`config.mk`:
```
export PLATFORM = sky130hd
export DESIGN_NAME = hcsr04_ranger
export DESIGN_NICKNAME = d
export VERILOG_FILES = /design/src/rtl/hcsr04_pkg.sv /design/src/rtl/hcsr04_ranger_sync2.sv /design/src/rtl/hcsr04_ranger.sv
export SDC_FILE = /design/constraint.sdc
export NUM_CORES = 1
export LEC_CHECK = 0
export CAP_MARGIN = 20
export CORE_ASPECT_RATIO = 0.9
export CORE_MARGIN = 5
export CORE_UTILIZATION = 25
export DETAILED_ROUTE_END_ITERATION = 10
export SYNTH_ARGS = -nofsm -noshare
export SYNTH_HDL_FRONTEND = slang
export SYNTH_SLANG_ARGS = --single-unit
```
`constraint.sdc`:
```
create_clock -name clk -period 4.3 [get_ports clk]
set_input_delay 0.86 -clock clk [delete_from_list [all_inputs] [get_ports clk]]
set_output_delay 0.86 -clock clk [all_outputs]
set_load 0.01 [all_outputs]
```
`src/rtl/hcsr04_pkg.sv`:
```
// hcsr04_pkg: state encoding and default timing shared by the HC-SR04 ranger, its top level and bench.
package hcsr04_pkg;
  typedef enum logic [2:0] {IDLE, TRIG, WAIT_RISE, MEASURE, HOLD} state_e;
  localparam int DEF_CLK_HZ        = 50_000_000;
  localparam int DEF_TRIG_CYCLES   = 500;
  localparam int DEF_CYCLES_PER_CM = 2900;
  localparam int DEF_ECHO_TIMEOUT  = 1_900_000;
  localparam int DEF_PERIOD_CYCLES = 3_000_000;
  localparam int DEF_MAX_CM        = 400;
endpackage

```
`src/rtl/hcsr04_ranger_sync2.sv`:
```
// sync2: two-flop synchronizer for a single asynchronous input bit.
module sync2 (
  input  logic clk,
  input  logic rst,
  input  logic d_i,
  output logic q_o
);
  logic [1:0] s_q;
  always_ff @(posedge clk or posedge rst) begin
    if (rst) s_q <= 2'b00;
    else     s_q <= {s_q[0], d_i};
  end
  assign q_o = s_q[1];
endmodule

```
`src/rtl/hcsr04_ranger.sv`:
```
// hcsr04_ranger: periodic HC-SR04 trigger generator and echo-width to centimetre converter.
module hcsr04_ranger
  import hcsr04_pkg::*;
#(
  parameter int CLK_HZ        = DEF_CLK_HZ,
  parameter int TRIG_CYCLES   = DEF_TRIG_CYCLES,
  parameter int CYCLES_PER_CM = DEF_CYCLES_PER_CM,
  parameter int ECHO_TIMEOUT  = DEF_ECHO_TIMEOUT,
  parameter int PERIOD_CYCLES = DEF_PERIOD_CYCLES,
  parameter int MAX_CM        = DEF_MAX_CM
) (
  input  logic        clk,
  input  logic        reset,
  input  logic        enable,
  input  logic        echo,
  output logic        trigger,
  output logic [15:0] cm,
  output logic        valid,
  output logic        timeout
);
  localparam int CW = $clog2(ECHO_TIMEOUT + TRIG_CYCLES);
  localparam int PW = $clog2(PERIOD_CYCLES);
  localparam int SW = $clog2(CYCLES_PER_CM + 1);
  state_e        state_q;
  logic [CW-1:0] cnt_q;
  logic [PW-1:0] per_q;
  logic [SW-1:0] sub_q;
  logic [15:0]   acc_q, cm_q;
  logic          trig_q, valid_q, to_q, echo_prev_q;
  logic          echo_s, rise, fall, wrap;
  sync2 u_sync (.clk(clk), .rst(reset), .d_i(echo), .q_o(echo_s));
  assign rise = echo_s & ~echo_prev_q;
  assign fall = ~echo_s & echo_prev_q;
  assign wrap = sub_q == SW'(CYCLES_PER_CM - 1);
  // cnt_q is reused as the trigger-width, rise-wait and echo-high timer
  always_ff @(posedge clk or posedge reset) begin
    if (reset) begin
      state_q     <= IDLE;
      cnt_q       <= '0;
      per_q       <= '0;
      sub_q       <= '0;
      acc_q       <= '0;
      cm_q        <= '0;
      trig_q      <= 1'b0;
      valid_q     <= 1'b0;
      to_q        <= 1'b0;
      echo_prev_q <= 1'b0;
    end else begin
      valid_q     <= 1'b0;
      to_q        <= 1'b0;
      echo_prev_q <= echo_s;
      per_q       <= per_q + PW'(1);
      if (!enable) begin
        state_q <= IDLE;
        trig_q  <= 1'b0;
      end else begin
        case (state_q)
          IDLE: begin
            state_q <= TRIG;
            trig_q  <= 1'b1;
            per_q   <= '0;
            cnt_q   <= '0;
          end
          TRIG: begin
            if (cnt_q == CW'(TRIG_CYCLES - 1)) begin
              state_q <= WAIT_RISE;
              trig_q  <= 1'b0;
              cnt_q   <= '0;
            end else cnt_q <= cnt_q + CW'(1);
          end
          WAIT_RISE: begin
            if (rise) begin
              state_q <= MEASURE;
              cnt_q   <= '0;
              sub_q   <= '0;
              acc_q   <= '0;
            end else if (cnt_q == CW'(ECHO_TIMEOUT - 1)) begin
              state_q <= HOLD;
              to_q    <= 1'b1;
            end else cnt_q <= cnt_q + CW'(1);
          end
          MEASURE: begin
            // a fall wins over a simultaneous timeout
            if (fall) begin
              state_q <= HOLD;
              cm_q    <= acc_q;
              valid_q <= 1'b1;
            end else if (cnt_q == CW'(ECHO_TIMEOUT - 1)) begin
              state_q <= HOLD;
              to_q    <= 1'b1;
            end else begin
              cnt_q <= cnt_q + CW'(1);
              sub_q <= wrap ? '0 : sub_q + SW'(1);
              if (wrap && acc_q != 16'(MAX_CM)) acc_q <= acc_q + 16'd1;
            end
          end
          HOLD: begin
            if (per_q == PW'(PERIOD_CYCLES - 1)) begin
              state_q <= TRIG;
              trig_q  <= 1'b1;
              per_q   <= '0;
              cnt_q   <= '0;
            end
          end
          default: state_q <= IDLE;
        endcase
      end
    end
  end
  assign trigger = trig_q;
  assign cm      = cm_q;
  assign valid   = valid_q;
  assign timeout = to_q;
endmodule

```
=== After elaboration in Yosys (flattened, before gate mapping) ===
Index checks and enable logic that the tools add are counted.

* Flip-flop bits (word level): 96
* Logic and storage cells: 84

* $add $sub $neg: 4
* Equal/unequal tests: 17
* Muxes and demuxes: 38
* Bitwise logic cells: 4
* Reduce and logical (&&, ||, !) cells: 10

{| class="wikitable"
|+ Operators with widths
! operator !! number
|-
| $mux 21 || 5
|-
| $pmux 21 s5 || 1
|-
| $mux 16 || 4
|-
| $mux 12 || 4
|-
| $mux 22 || 2
|-
| $pmux 22 s2 || 1
|-
| $pmux 16 s2 || 1
|-
| $pmux 12 s2 || 1
|-
| $add 22x1->22 const B || 1
|-
| $eq 22x22->1 const B || 1
|-
| $add 21x1->21 const B || 1
|-
| $eq 21x21->1 const B || 1
|-
| $eq 21x9->1 const B || 1
|-
| $mux 3 || 6
|-
| $add 16x1->16 const B || 1
|-
| $ne 16x9->1 const B || 1
|-
| $pmux 3 s5 || 1
|-
| $add 12x1->12 const B || 1
|-
| $eq 12x12->1 const B || 1
|-
| $mux 1 || 10
|-
| $ne 2x2->1 const B || 5
|-
| $eq 3x2->1 const B || 2
|-
| $ne 3x3->1 const B || 2
|-
| $reduce_and 3->1 || 2
|-
| 15 further kinds || 17
|}

=== Longest topological paths before layout ===
Gate-level depths: netlist of run 1.

* Word-level depth: 6
* Gate-level depth with buffers: 9
* Gate-level depth less buffers: 7

=== Hierarchy ===
A second synthesis of run 1 with hierarchy kept.

* Cells, all modules: 532
* Area total of the unflattened synthesis: 5028.6 um2

{| class="wikitable"
|+ Modules (own cells, without submodules)
! module !! times used !! cells each !! area each (um2)
|-
| hcsr04_ranger || 1 || 529 || 4974.8
|-
| sync2 || 1 || 3 || 53.8
|}

=== Worst setup path before layout of run 1 ===
Ideal clock, no wire load.

* Path kind: in2reg
* Start: input enable
* End: register cnt_q[3]
* Library setup time: 0.095 ns
* Data arrival time: 2.624 ns
* Data required time: 4.205 ns
* Slack: 1.580 ns
* Stages on the path: 8
* Buffers on the path: 3
* Cell sequence: clkbuf_1 or3b_2 nor4_1 a21boi_0 nand2b_1 clkbuf_1 buf_1 o31ai_1

* Word-level cells in the longest chain between the ends: 1

{| class="wikitable"
|+ RTL lines
! item !! RTL line !! source
|-
| from (decl) || hcsr04_ranger.sv:14 || <nowiki>input logic enable,</nowiki>
|-
| $reduce_and 4->1 (no line) || -- ||
|-
| to (signal assigned) || hcsr04_ranger.sv:69 || <nowiki>end else cnt_q <= cnt_q + CW'(1);</nowiki>
|-
| to (signal assigned) || hcsr04_ranger.sv:80 || <nowiki>end else cnt_q <= cnt_q + CW'(1);</nowiki>
|-
| to (signal assigned) || hcsr04_ranger.sv:92 || <nowiki>cnt_q <= cnt_q + CW'(1);</nowiki>
|-
| to (decl) || hcsr04_ranger.sv:25 || <nowiki>logic [CW-1:0] cnt_q;</nowiki>
|}

No other way between the ends.
A chain may end at the register's enable or synchronous reset.

=== Final worst setup path of run 1 ===
* Start: input enable
* End: register cnt_q[11]

Same word-level chain as after synthesis.

==> results.cfg, run 1 <==
[status]
outcome = finished clean

[sta]
period_share_pct = 78.4
setup-tns-final_ps = 0
timing.fmax_ghz = 0.297
rsz0062_at_grt = false
relSlewSlack_pct = 33.1
fin_crit_ps = 3370
finClkSkew_ps = 8.80
setup_viol = 0
finalMaxSlewViolations = 0
hold_viol = 0
tightest_slew_ps = 999

[worst_setup_path]
critPathMaxFanout = 18
cpPeakStageDelay_ps = 690
arrival_ps = 3600
cp_num_buf_inv = 2
critical_path_required_ps = 4530
path_delay_family = simple AND/OR/NAND/NOR gates
slowest_stage = clkdlybuf4s50_1
crit_type = primary input to flip-flop
crit_chain = clkdlybuf4s50_1, or3b_2, nor4_1, a21boi_0, buf_4, nand2b_1, o41ai_1
critPathCaptureType = flip-flop
worstSetupStartpointType = primary input

[global_route]
grt_max_degree = 49
gr-total-overflow = 0
antenna_found_initial = 0
grt_pass1_vias = 3806
gr-usage-all-layers_pct = 9.97
grt_pass1_wl_mm = 19.7

[die]
die_h_um = 145
coreArea_um2 = 20000
num_rows = 49
die_area_um2 = 23200
boundaryPins = 23
start_util_pct = 25.4
die_w_um = 160

[pwr]
swShare_pct = 28.1
vdd_drop_max_uv = 168
p_int_mw = 1.42
p_per_area_nw_per_um2 = 338
clockPowerShare_pct = 38.7
total_power_mw = 1.98
p_sw_uw = 556
combPwrFrac_pct = 11.9
p_leak_nw = 2.33
power_frac_seq_pct = 49.5

[logic_synthesis]
syn_avg_cell_area_um2 = 9.30
synth_nets = 554
ys.flop_type = dfrtp_1
synth_edf_count = 0
ys_types = 54
ys_seq_elements = 96
ys_seq_area_share_pct = 47.4
synthCells = 545
async_flop_share_pct = 100
yosysWarnings = 0
netlist_area_um2 = 5070

[detailed_routing]
drtAntennaViolNets = 0
wl_per_cell_um = 13.9
drc = 0
drt-initial-drc-count = 267
vias_per_cell = 4.97
routed_wirelength_mm = 11.3
dr.pass1.iters = 4
vias = 4070

[final_layout]
diodes = 0
syn_to_final_growth_pct = 15.3
drive_gt1_share_pct = 9.40
fin_nets = 568

[clock_tree]
clock_latency_ps = 340
numCtsBuffers = 9
htreeDepth = 3
ctsHoldBuffers = 0
cts.sinks = 96
tritoncts = yes
post_cts_buffers = 0
clk_pin_slew_worst_paths_ps = 70
cts_root_buf = clkbuf_16
cts_resized = 0
ctsLongestPathBuffers = 2

[job]
maxCapViolCount = 0

[place]
globalplace.congestion = 0.825
io_buffers = 22
dp_hpwl_mm = 7.88

[min_path]
hp-class = flip-flop to flip-flop
## final cells by class
| type | count | area (µm²) |
|---|---|---|
| fill | 2125 | 14100 |
| multi-input combinational | 406 | 2500 |
| sequential | 96 | 2400 |
| tap | 255 | 319 |
| timing repair buffer | 29 | 273 |
| clock buffer | 10 | 229 |
| inverter | 17 | 66.3 |
| clock inverter | 6 | 50.0 |
## final timing paths
path | start | to | slack (ps) | cells past startpoint
worst min register to register | u_sync.s_q[0] | u_sync.s_q[1] | 370 | 0
max in group asynchronous | reset | cnt_q[18] | 2560 | 3
worst min-delay path | u_sync.s_q[0] | u_sync.s_q[1] | 370 | 0
min in group asynchronous | reset | sub_q[2] | 950 | 2
worst max-delay path | enable | cnt_q[11] | 930 | 7
worst max register to register | per_q[6] | cnt_q[11] | 1320 | 6
## cells in the mapped netlist, types with 3 or more instances
library cell	count	area (µm²)
dfrtp_1	96	2400
nor2_1	58	218
nand2_1	47	176
o21ai_0	45	225
nand3_1	25	125
clkbuf_1	22	82.6
nand4_1	20	125
o31ai_1	20	150
inv_1	17	63.8
mux2_2	16	180
xnor2_1	16	140
nor4_1	15	93.8
a21oi_1	14	70.1
and3_1	13	81.3
nor3_1	13	65.1
xor2_1	11	96.3
nand2b_1	10	62.6
or3_1	7	43.8
and2_1	6	37.5
nor2b_1	6	37.5
or4_1	6	45.0
ha_1	5	62.6
and4_1	4	35.0
o211ai_1	4	30.0
a21boi_0	3	22.5
buf_1	3	11.3
nand4b_1	3	26.3
o41ai_1	3	26.3
or2_2	3	18.8
## registers in the layout, indices dropped and copies added, names as in the netlist
register	flops
acc_q	16
cnt_q	21
cm	16
state_q	3
valid	1
timeout	1
u_sync.s_q	2
trigger	1
echo_prev_q	1
sub_q	12
per_q	22
## cells by family after synthesis
group | count (synthesis) | share of synthesized area [%]
AND/OR/NAND/NOR | 250 | 26.0
AO/OA/AOI/OAI | 106 | 13.4
flip-flops | 96 | 47.4
buffers and inverters | 43 | 3.33
XOR/XNOR | 27 | 4.67
multiplexers | 17 | 3.75
adder cells (fa/ha/maj) | 6 | 1.43
## routing by layer
metal | vias up | GRT usage [%] | routed length [µm]
li1 | 2006 | - | -
met1 | 2002 | 15.0 | 5940
met2 | 58 | 13.9 | 4840
met3 | 4 | 2.69 | 457
met4 | 0 | 2.88 | 112
met5 | - | 0 | 0
## placed cells by master, fill, tap and decap left out, types with 15 or more instances in the layout
cell and count:
xnor2_1 16, nor2_1 58, nor4_1 15, clkdlybuf4s50_1 22, nand3_1 25, inv_1 16, o31ai_1 19, o21ai_0 45
mux2_2 16, dfrtp_1 96, nand4_1 20, nand2_1 47
## metrics by stage
step / util (%) / cells / hold slack, ps / setup slack, ps / instance area (µm²)
floorplan: - / 545 / 331 / 935 / 5070
global placement: 27.8 / 803 / 354 / 664 / 5560
detailed placement: 27.8 / 803 / 357 / 610 / 5560
CTS: 29.2 / 819 / 373 / 982 / 5840
global route: 29.2 / 819 / 389 / 749 / 5840
finish: 29.2 / 819 / 368 / 929 / 5840
## power groups by stage
stage,sequential (mW),clock (mW),combinational [mW]
detailed placement,0.994,0,0.236
finish,0.978,0.764,0.235
global route,0.984,0.820,0.269
floorplan,0.983,0,0.176
CTS,0.977,0.788,0.237
global placement,0.994,0,0.235
## worst reg2reg max path: stages, from the launching register on
cell      delay, ps
dfrtp_1         470
or4b_2          670
nor4_1          370
a21boi_0        150
buf_4           220
nand2b_1        510
o41ai_1         480
Power figures use the tool's default switching activity.
==> run 2, diff against run 1 <==
==> constraint.sdc (replaced) <==
create_clock -name clk -period 3 [get_ports clk]
set_input_delay 0.6 -clock clk [delete_from_list [all_inputs] [get_ports clk]]
set_output_delay 0.6 -clock clk [all_outputs]
set_load 0.01 [all_outputs]
==> results.cfg, run 2 (synthesis results as in run 1) <==
[global_route]
grt_pass1_vias = 3859
gr-total-overflow = 0
gr-usage-all-layers_pct = 10.0
grt_max_degree = 97
antenna_found_initial = 0
grt_pass1_wl_mm = 19.6

[worst_setup_path]
slowest_stage = or4b_2
crit_chain = or4b_2, nor4_1, a21boi_0, nand2b_1, buf_4, o31ai_1
worstReg2RegEnd = cnt_q[9]
critical_path_required_ps = 3250
startpoint = per_q[6]
critPathMaxFanout = 8
arrival_ps = 2860
reg2reg_slack_ps = 390
endpoint = cnt_q[9]
worstSetupStartpointType = flip-flop
critPathCaptureType = flip-flop
reg2regPathDepth = 6
cpPeakStageDelay_ps = 660
crit_type = flip-flop to flip-flop
r2r-start = per_q[6]

[final_layout]
fin_nets = 577
largest_register = per_q
largest_reg_flops = 22
layout_commonest_cell = dfrtp_1
diodes = 0
final_cell_mix = dfrtp_1 (96), nor2_1 (58), nand2_1 (47)
syn_to_final_growth_pct = 16.9
reg.largest.list = per_q (22), cnt_q (21)
drive_gt1_share_pct = 11.0

[job]
maxCapViolCount = 0

[sta]
setup-tns-final_ps = 0
hold_viol = 0
relSlewSlack_pct = 50.1
period_share_pct = 86.8
finClkSkew_ps = 8.18
setup_viol = 0
tightest_slew_ps = 745
fin_crit_ps = 2610
timing.fmax_ghz = 0.384
rsz0062_at_grt = false
hold_slack_ps = 379
finalMaxSlewViolations = 0

[place]
globalplace.congestion = 0.823
dp_hpwl_mm = 7.70
io_buffers = 22

[detailed_routing]
vias = 4085
drc = 0
routed_wirelength_mm = 11.2
drt-initial-drc-count = 252
wl_per_cell_um = 13.5
vias_per_cell = 4.93
dr.pass1.iters = 5
drtAntennaViolNets = 0

[clock_tree]
cts.sinks = 96
post_cts_buffers = 0
clock_latency_ps = 350
ctsHoldBuffers = 0
htreeDepth = 3
cts_resized = 0
ctsLongestPathBuffers = 2
tritoncts = yes
numCtsBuffers = 9
clk_pin_slew_worst_paths_ps = 70
cts_root_buf = clkbuf_16

[die]
die_w_um = 160
boundaryPins = 23
coreArea_um2 = 20000
num_rows = 49
die_area_um2 = 23200
start_util_pct = 25.4
die_h_um = 145

[pwr]
p_per_area_nw_per_um2 = 479
vdd_drop_max_uv = 254
p_leak_nw = 2.38

[min_path]
hp-class = flip-flop to flip-flop

[status]
outcome = finished clean
## run 2: cell types whose count changed in the layout (fill, tap and decap cells not counted)
| cell | change |
|---|---|
| buf_12 | +1 |
| buf_4 | +8 |
| clkinvlp_4 | +2 |
| clkbuf_1 | -1 |
| inv_4 | -1 |
| inv_6 | -1 |
| clkinv_2 | +1 |
| clkbuf_8 | +1 |
| inv_8 | -1 |
## run 2: report_power, final
part	total [mW]	switching, mW	internal [mW]
combinational	0.353	0.218	0.136
sequential	1.40	0.0597	1.34
clock	1.09	0.500	0.586
## run 2: layout make-up
| cell class | count | area (µm²) |
|---|---|---|
| clock buffer | 10 | 239 |
| tap | 255 | 319 |
| sequential | 96 | 2400 |
| fill | 2091 | 14100 |
| clock inverter | 6 | 42.5 |
| inverter | 17 | 67.6 |
| timing repair buffer | 38 | 353 |
| multi-input combinational | 406 | 2500 |
## run 2: routing by layer
metal	global-route usage, %	vias to the layer above	routed length (µm)
met1	14.8	1985	5690
met2	14.4	68	4820
met4	2.71	0	127
li1	-	2018	-
met3	2.81	14	537
met5	0	-	0
## run 2: worst min-delay path by stage
stage | from | end | slack, ps | cells past startpoint
final | u_sync.s_q[0] | u_sync.s_q[1] | 380 | 0
after global routing | u_sync.s_q[0] | u_sync.s_q[1] | 390 | 0
after CTS | u_sync.s_q[0] | u_sync.s_q[1] | 380 | 0
after detailed placement | u_sync.s_q[0] | u_sync.s_q[1] | 370 | 0
after global placement | u_sync.s_q[0] | u_sync.s_q[1] | 380 | 0
after floorplan | u_sync.s_q[0] | u_sync.s_q[1] | 330 | 0
## run 2: per-stage QoR
| stage | setup slack [ps] | power [mW] | cells | utilization (%) | cell area (µm²) |
|---|---|---|---|---|---|
| 3_5_place_dp | 144 | 1.78 | 812 | 28.2 | 5640 |
| 6_report | 395 | 2.84 | 828 | 29.6 | 5930 |
| 2_1_floorplan | 522 | 1.66 | 545 | - | 5070 |
| 3_3_place_gp | 249 | 1.78 | 812 | 28.2 | 5640 |
| 4_1_cts | 387 | 2.89 | 828 | 29.6 | 5930 |
| 5_1_grt | 139 | 3.01 | 828 | 29.6 | 5930 |
## run 2: critical path: cells and delay by family (launching register included)
kind                   cells  cell delay [ps]
AND/OR/NAND/NOR            3             1340
buffers and inverters      1              230
flip-flops                 1              470
AO/OA/AOI/OAI              2              480
